--- src/rtl/stopwatch_ctrl_if.sv ---
// ============================================================================
// Module      : stopwatch_ctrl_if
// Description : Bundle of the stopwatch button inputs and display outputs.
//               master modport : drives buttons, observes display (user side)
//               slave  modport : receives buttons, drives display (stopwatch)
//   btn_run / btn_clear / btn_mode / btn_lap : debounced button levels
//   msec[6:0] sec[6:0] min[6:0] hour[4:0]    : displayed time
//   sw_mode : 0 = msec/sec page, 1 = min/hour page
//   o_run   : high while running
//   o_lap   : high while a lap snapshot is displayed
// Revision    : 1.0 - initial release
// ============================================================================
`default_nettype none

interface stopwatch_ctrl_if;
   logic       btn_run;
   logic       btn_clear;
   logic       btn_mode;
   logic       btn_lap;
   logic [6:0] msec;
   logic [6:0] sec;
   logic [6:0] min;
   logic [4:0] hour;
   logic       sw_mode;
   logic       o_run;
   logic       o_lap;

   modport master (
      output btn_run, btn_clear, btn_mode, btn_lap,
      input  msec, sec, min, hour, sw_mode, o_run, o_lap
   );

   modport slave (
      input  btn_run, btn_clear, btn_mode, btn_lap,
      output msec, sec, min, hour, sw_mode, o_run, o_lap
   );
endinterface

`default_nettype wire

--- src/rtl/stopwatch_ctrl.sv ---
// ============================================================================
// Module      : stopwatch_ctrl
// Description : Stopwatch controller with STOP/RUN/CLEAR state machine, a
//               TICK_DIV clock divider producing a 10 ms tick and cascaded
//               hundredths/seconds/minutes/hours counters.
//   clk   : system clock, all state updates on rising edge
//   reset : synchronous active-high reset
//   bus   : stopwatch_ctrl_if.slave (buttons in, display out)
// Optional feature macro : STOPWATCH_LAP_EN (lap snapshot display)
// Revision    : 1.0 - initial release
// ============================================================================
`default_nettype none

module stopwatch_ctrl #(
   parameter int TICK_DIV = 1_000_000
) (
   input  logic             clk,
   input  logic             reset,
   stopwatch_ctrl_if.slave  bus
);

   localparam int                 c_div_w   = (TICK_DIV > 1) ? $clog2(TICK_DIV) : 1;
   localparam logic [c_div_w-1:0] c_div_max = c_div_w'(TICK_DIV - 1);

   typedef enum logic [1:0] {
      ST_STOP  = 2'd0,
      ST_RUN   = 2'd1,
      ST_CLEAR = 2'd2
   } state_t;

   state_t             state_q, state_d;
   logic [c_div_w-1:0] div_q, div_d;
   logic [6:0]         msec_q, msec_d;
   logic [6:0]         sec_q, sec_d;
   logic [6:0]         min_q, min_d;
   logic [4:0]         hour_q, hour_d;
   logic               mode_q, mode_d;
   logic               run_q, run_d;
   logic               run_prev_q, run_prev_d;
   logic               clear_prev_q, clear_prev_d;
   logic               mode_prev_q, mode_prev_d;
   logic               w_run_rise, w_clear_rise, w_mode_rise, w_tick;

   always_comb begin
      state_d      = state_q;
      div_d        = div_q;
      msec_d       = msec_q;
      sec_d        = sec_q;
      min_d        = min_q;
      hour_d       = hour_q;
      mode_d       = mode_q;
      w_tick       = 1'b0;
      run_prev_d   = bus.btn_run;
      clear_prev_d = bus.btn_clear;
      mode_prev_d  = bus.btn_mode;
      w_run_rise   = bus.btn_run   & ~run_prev_q;
      w_clear_rise = bus.btn_clear & ~clear_prev_q;
      w_mode_rise  = bus.btn_mode  & ~mode_prev_q;

      // Display page select is independent of the run state and of CLEAR.
      if (w_mode_rise) begin
         mode_d = ~mode_q;
      end

      case (state_q)
         ST_STOP: begin
            // Clear has priority over run when both rise together.
            if (w_clear_rise) begin
               state_d = ST_CLEAR;
            end else if (w_run_rise) begin
               state_d = ST_RUN;
            end
         end
         ST_RUN: begin
            if (div_q == c_div_max) begin
               div_d  = '0;
               w_tick = 1'b1;
            end else begin
               div_d = div_q + 1'b1;
            end
            if (w_run_rise) begin
               state_d = ST_STOP;
            end
         end
         ST_CLEAR: begin
            div_d   = '0;
            msec_d  = '0;
            sec_d   = '0;
            min_d   = '0;
            hour_d  = '0;
            state_d = ST_STOP;
         end
         default: begin
            state_d = ST_STOP;
         end
      endcase

      // Full carry chain resolves within the tick cycle.
      if (w_tick) begin
         if (msec_q == 7'd99) begin
            msec_d = '0;
            if (sec_q == 7'd59) begin
               sec_d = '0;
               if (min_q == 7'd59) begin
                  min_d  = '0;
                  hour_d = (hour_q == 5'd23) ? 5'd0 : hour_q + 5'd1;
               end else begin
                  min_d = min_q + 7'd1;
               end
            end else begin
               sec_d = sec_q + 7'd1;
            end
         end else begin
            msec_d = msec_q + 7'd1;
         end
      end

      run_d = (state_d == ST_RUN);
   end

   always_ff @(posedge clk) begin
      if (reset) begin
         state_q      <= ST_STOP;
         div_q        <= '0;
         msec_q       <= '0;
         sec_q        <= '0;
         min_q        <= '0;
         hour_q       <= '0;
         mode_q       <= 1'b0;
         run_q        <= 1'b0;
         // Prev flops start high so a button held through reset is not an edge.
         run_prev_q   <= 1'b1;
         clear_prev_q <= 1'b1;
         mode_prev_q  <= 1'b1;
      end else begin
         state_q      <= state_d;
         div_q        <= div_d;
         msec_q       <= msec_d;
         sec_q        <= sec_d;
         min_q        <= min_d;
         hour_q       <= hour_d;
         mode_q       <= mode_d;
         run_q        <= run_d;
         run_prev_q   <= run_prev_d;
         clear_prev_q <= clear_prev_d;
         mode_prev_q  <= mode_prev_d;
      end
   end

   assign bus.sw_mode = mode_q;
   assign bus.o_run   = run_q;

`ifdef STOPWATCH_LAP_EN
   logic       lap_q, lap_d;
   logic       lap_prev_q, lap_prev_d;
   logic       w_lap_rise;
   logic [6:0] snap_msec_q, snap_msec_d;
   logic [6:0] snap_sec_q, snap_sec_d;
   logic [6:0] snap_min_q, snap_min_d;
   logic [4:0] snap_hour_q, snap_hour_d;

   always_comb begin
      lap_prev_d  = bus.btn_lap;
      w_lap_rise  = bus.btn_lap & ~lap_prev_q;
      lap_d       = lap_q;
      snap_msec_d = snap_msec_q;
      snap_sec_d  = snap_sec_q;
      snap_min_d  = snap_min_q;
      snap_hour_d = snap_hour_q;
      case (state_q)
         ST_RUN: begin
            if (w_lap_rise) begin
               lap_d = ~lap_q;
               // Capture the time currently shown when the lap view opens.
               if (!lap_q) begin
                  snap_msec_d = msec_q;
                  snap_sec_d  = sec_q;
                  snap_min_d  = min_q;
                  snap_hour_d = hour_q;
               end
            end
         end
         ST_STOP: begin
            if (w_lap_rise) begin
               lap_d = 1'b0;
            end
         end
         ST_CLEAR: begin
            lap_d = 1'b0;
         end
         default: begin
            lap_d = 1'b0;
         end
      endcase
   end

   always_ff @(posedge clk) begin
      if (reset) begin
         lap_q       <= 1'b0;
         lap_prev_q  <= 1'b1;
         snap_msec_q <= '0;
         snap_sec_q  <= '0;
         snap_min_q  <= '0;
         snap_hour_q <= '0;
      end else begin
         lap_q       <= lap_d;
         lap_prev_q  <= lap_prev_d;
         snap_msec_q <= snap_msec_d;
         snap_sec_q  <= snap_sec_d;
         snap_min_q  <= snap_min_d;
         snap_hour_q <= snap_hour_d;
      end
   end

   assign bus.o_lap = lap_q;
   assign bus.msec  = lap_q ? snap_msec_q : msec_q;
   assign bus.sec   = lap_q ? snap_sec_q  : sec_q;
   assign bus.min   = lap_q ? snap_min_q  : min_q;
   assign bus.hour  = lap_q ? snap_hour_q : hour_q;
`else
   logic w_unused_lap;
   assign w_unused_lap = bus.btn_lap;

   assign bus.o_lap = 1'b0;
   assign bus.msec  = msec_q;
   assign bus.sec   = sec_q;
   assign bus.min   = min_q;
   assign bus.hour  = hour_q;
`endif

endmodule

`default_nettype wire

--- src/flat_wrapper.sv ---
// flat-port wrapper written by rule: the top's interface ports become plain ports
module stopwatch_ctrl_flat 
#(
   parameter int TICK_DIV = 1_000_000
)
  (clk, reset, bus_btn_run, bus_btn_clear, bus_btn_mode, bus_btn_lap, bus_msec, bus_sec, bus_min, bus_hour, bus_sw_mode, bus_o_run, bus_o_lap);
  stopwatch_ctrl_if bus_i ();
  input  logic clk;
  input  logic reset;
  input wire logic [$bits(bus_i.btn_run)-1:0] bus_btn_run;
  input wire logic [$bits(bus_i.btn_clear)-1:0] bus_btn_clear;
  input wire logic [$bits(bus_i.btn_mode)-1:0] bus_btn_mode;
  input wire logic [$bits(bus_i.btn_lap)-1:0] bus_btn_lap;
  output wire logic [$bits(bus_i.msec)-1:0] bus_msec;
  output wire logic [$bits(bus_i.sec)-1:0] bus_sec;
  output wire logic [$bits(bus_i.min)-1:0] bus_min;
  output wire logic [$bits(bus_i.hour)-1:0] bus_hour;
  output wire logic [$bits(bus_i.sw_mode)-1:0] bus_sw_mode;
  output wire logic [$bits(bus_i.o_run)-1:0] bus_o_run;
  output wire logic [$bits(bus_i.o_lap)-1:0] bus_o_lap;
  assign bus_i.btn_run = bus_btn_run;
  assign bus_i.btn_clear = bus_btn_clear;
  assign bus_i.btn_mode = bus_btn_mode;
  assign bus_i.btn_lap = bus_btn_lap;
  assign bus_msec = bus_i.msec;
  assign bus_sec = bus_i.sec;
  assign bus_min = bus_i.min;
  assign bus_hour = bus_i.hour;
  assign bus_sw_mode = bus_i.sw_mode;
  assign bus_o_run = bus_i.o_run;
  assign bus_o_lap = bus_i.o_lap;
  stopwatch_ctrl #(.TICK_DIV(TICK_DIV)) u_core (.clk(clk), .reset(reset), .bus(bus_i));
endmodule
--- config.mk ---
export PLATFORM = sky130hd
export DESIGN_NAME = stopwatch_ctrl_flat
export DESIGN_NICKNAME = d
export VERILOG_FILES = /design/src/rtl/stopwatch_ctrl_if.sv /design/src/rtl/stopwatch_ctrl.sv /design/src/flat_wrapper.sv
export SDC_FILE = /design/constraint.sdc
export NUM_CORES = 1
export LEC_CHECK = 0
export CAP_MARGIN = 20
export CORE_MARGIN = 3
export CORE_UTILIZATION = 33
export DETAILED_ROUTE_END_ITERATION = 6
export DONT_BUFFER_PORTS = 1
export GPL_ROUTABILITY_DRIVEN = 1
export HOLD_SLACK_MARGIN = 0.12
export PLACE_DENSITY = 0.44
export RECOVER_POWER = 25
export SLEW_MARGIN = 25
export SYNTH_ARGS = -nofsm -noshare
export SYNTH_HDL_FRONTEND = slang
export SYNTH_SLANG_ARGS = --single-unit
--- constraint.sdc ---
create_clock -name clk -period 2.49 [get_ports clk]
set_clock_uncertainty 0.15 [all_clocks]
set_input_delay 0.747 -clock clk [delete_from_list [all_inputs] [get_ports clk]]
set_output_delay 0.747 -clock clk [all_outputs]
set_load 0.01 [all_outputs]
==> flow_summary.json <==
{
  "regArea_mm2": 0.001061,
  "tritoncts": "yes",
  "drt_iter0_drc": 79,
  "min_period_ns": 2.335,
  "layout_commonest_cell": "dfxtp_1",
  "chipHeight_um": 98.24,
  "status": "complete, no violations",
  "hpwl_mm": 4.890,
  "drc": 0,
  "use_met1_pct": 18.56,
  "cts_resized": 0,
  "cts_setup_buffers": 0,
  "slew_violations": 0,
  "ys_ff_latch": 53,
  "rsz0062_at_grt": "no",
  "synth.mux.area_fraction_pct": 0.3565,
  "hold-path-cell-count": 1,
  "grt_pass1_vias": 2428,
  "critPathRequiredTime_ns": 2.59,
  "synth_fa_ha_area_share_pct": 3.565,
  "worstSetupEndpointType": "flop",
  "ys_seq_area_share_pct": 37.79,
  "synth_top_area_share_pct": 37.79,
  "syn_area_mm2": 0.002808,
  "drive_gt1_share_pct": 13.97,
  "min_from": "reset",
  "place_congestion": 0.7499,
  "total_leakage_power_nw": 1.136,
  "final_nets": 378,
  "synth-xor-area-share_pct": 5.303,
  "yosys.area.top_type": "dfxtp_1",
  "cts_max_level": 2,
  "syn_avg_cell_area_um2": 8.162,
  "mappedNetlistNets": 358,
  "placed_area_mm2": 0.003089,
  "r2r_start": "u_core.bus.sec[0]",
  "setup_viol": 0,
  "min_to": "u_core.bus.hour[0]",
  "synthSimpleGateAreaFrac_pct": 36.41,
  "grt_util_met2_pct": 25.65,
  "grt_pass1_wl_mm": 11.83,
  "met3_usage_pct": 3.286,
  "period_share_pct": 93.77,
  "synth_ff_type": "dfxtp_1",
  "r2r_slack_ns": 0.16,
  "start_util_pct": 34.00,
  "crit_type": "reg -> reg",
  "cp.arrival_ns": 2.44,
  "placeableCoreArea_mm2": 0.008258,
  "rows": 33,
  "clk_latency_ns": 0.30,
  "synth_top_family_by_area": "simple AND/OR/NAND/NOR gates",
  "synth_enable_flop_cells": 0,
  "via_per_inst": 5.172,
  "finalPower_mw": 1.479,
  "area_delta_synth_final_pct": 13.24,
  "irDropWorstVdd_v": 0.0002349,
  "portBuffers": 0,
  "die_w_um": 98.24,
  "netlist_instances": 344,
  "routed_wirelength_mm": 6.780,
  "reg2reg_depth": 6,
  "fin_area_mm2": 0.003179,
  "holdWs_ns": 0.3544,
  "cts_buffer_depth": 2,
  "io_pins": 35,
  "fin_tns_setup_ns": 0,
  "grt_max_degree": 36,
  "grt_antenna_before_repair": 0,
  "ys_async_sr_fraction_pct": 0,
  "hold_viol_final": 0,
  "numCtsBuffers": 5,
  "wl_per_cell_um": 14.43,
  "cts-root-buf": "clkbuf_8",
  "cts.sinks": 53,
  "track_usage_pct": 14.83,
  "r2r-end": "u_core.bus.hour[0]",
  "multi_input_comb_area_mm2": 0.001645,
  "synth.area.top_cells": "dfxtp_1 38%, nor2_1 5.7%, xnor2_1 4.1%, nand2_1 4.0%, ha_1 3.6%",
  "worst-path-max-fanout": 6,
  "fillers": 894,
  "synth_compound_area_share_pct": 12.83,
  "ant_nets": 0,
  "diodes": 0,
  "fmax_mhz": 428.3,
  "most-common-layout-cells": "53 x dfxtp_1, 43 x nor2_1, 30 x nand2_1",
  "yosys_warnings": 0,
  "worstHoldPathType": "in -> reg",
  "yosysUniqueCellTypes": 55,
  "drv_cap": 0,
  "grt.busiest_layer": "met2",
  "cts_hold_buf": 0,
  "power_density_mw_per_mm2": 465.2,
  "dr.pass1.iters": 4,
  "dieArea_mm2": 0.009651,
  "vias": 2431,
  "grt.overflow.total": 0,
  "critPathLaunchType": "flop",
  "clk_pin_slew_ns": 0.10
}
Yosys cell counts, drive strengths merged (2+ instances only):
| library cell | n |
|---|---|
| nand3 | 14 |
| or4 | 2 |
| a21oi | 16 |
| o21ai | 19 |
| nor4b | 5 |
| and4b | 3 |
| nor4 | 5 |
| o311ai | 2 |
| nand4b | 2 |
| nand2b | 5 |
| o31ai | 2 |
| clkbuf | 11 |
| a311oi | 2 |
| a32oi | 2 |
| and3b | 2 |
| nor3 | 11 |
| nor3b | 6 |
| xnor2 | 13 |
| and2 | 5 |
| nand2 | 30 |
| nand3b | 7 |
| or2 | 7 |
| inv | 9 |
| and3 | 11 |
| buf | 5 |
| nor2b | 6 |
| a41oi | 2 |
| ha | 8 |
| xor2 | 4 |
| o21bai | 2 |
| nand4 | 10 |
| dfxtp | 53 |
| a211oi | 4 |
| or3 | 3 |
| or3b | 3 |
| nor2 | 43 |
layout make-up:
cell class                 instances  area share (%)
clock inverter                     1          0.1574
clock buffer                       7           3.030
inverter                           9           1.063
sequential                        53           33.37
multi-input combinational        266           51.75
timing repair buffer              29           6.494
tap                              105           4.132
power breakdown:
part | internal, mW | leakage, nW | switching [mW]
logic | 0.0324 | 0.654 | 0.0428
clock network | 0.252 | 0.0542 | 0.285
registers | 0.859 | 0.428 | 0.00793
total | 1.14 | 1.14 | 0.336
cell families after synthesis:
group,count (synthesis)
buf+inv,25
flops,53
mux,1
fa+ha+maj,8
simple gates,182
xor+xnor,17
other cells,1
compound gates,57
per-stage QoR:
stage | setup WS (ns) | utilization [%] | instances
final | 0.1551 | 38.50 | 470
after global routing | 0.004609 | 38.50 | 470
after CTS | 0.1375 | 38.64 | 470
after detailed placement | 0.1623 | 37.41 | 462
after global placement | 0.1743 | 37.41 | 462
after floorplan | 0.1444 | - | 344
critical path, cell delays in order, from the launching register on:
cell and delay [ns]:
dfxtp_1 0.34, ha_1 0.20, nand2b_1 0.11, or4_1 0.54, or3_4 0.44, or3_1 0.37, a21oi_2 0.13
routing by layer:
metal  wire length, um  share of wire (%)  vias up
met5                 0                  0        -
met4                57               0.84        0
met3               205                3.0        4
met2              3289                 49       36
met1              3228                 48     1132
li1                  -                  -     1259
worst max path at each step:
stage / slack (ns) / endpoint / from / cells after the start
final: 0.16 / u_core.bus.hour[0] / u_core.bus.sec[0] / 6
after global routing: 0.005 / u_core.bus.hour[0] / u_core.bus.sec[1] / 6
after CTS: 0.14 / u_core.bus.hour[0] / u_core.bus.sec[0] / 6
after detailed placement: 0.16 / u_core.bus.hour[0] / u_core.bus.sec[0] / 6
after global placement: 0.17 / u_core.bus.hour[0] / u_core.bus.sec[0] / 6
after floorplan: 0.14 / u_core.bus.hour[0] / u_core.bus.sec[0] / 6
sequential cells by signal, indices dropped and copies added, names as in the netlist:
| signal | flops |
|---|---|
| u_core.div_q | 20 |
| u_core.bus.min | 7 |
| u_core.bus.msec | 7 |
| u_core.bus.sec | 7 |
| u_core.bus.hour | 5 |
| u_core.state_q | 2 |
| u_core.bus.o_run | 1 |
| u_core.bus.sw_mode | 1 |
| u_core.clear_prev_q | 1 |
| u_core.mode_prev_q | 1 |
| u_core.run_prev_q | 1 |
Power figures use the tool's default switching activity.
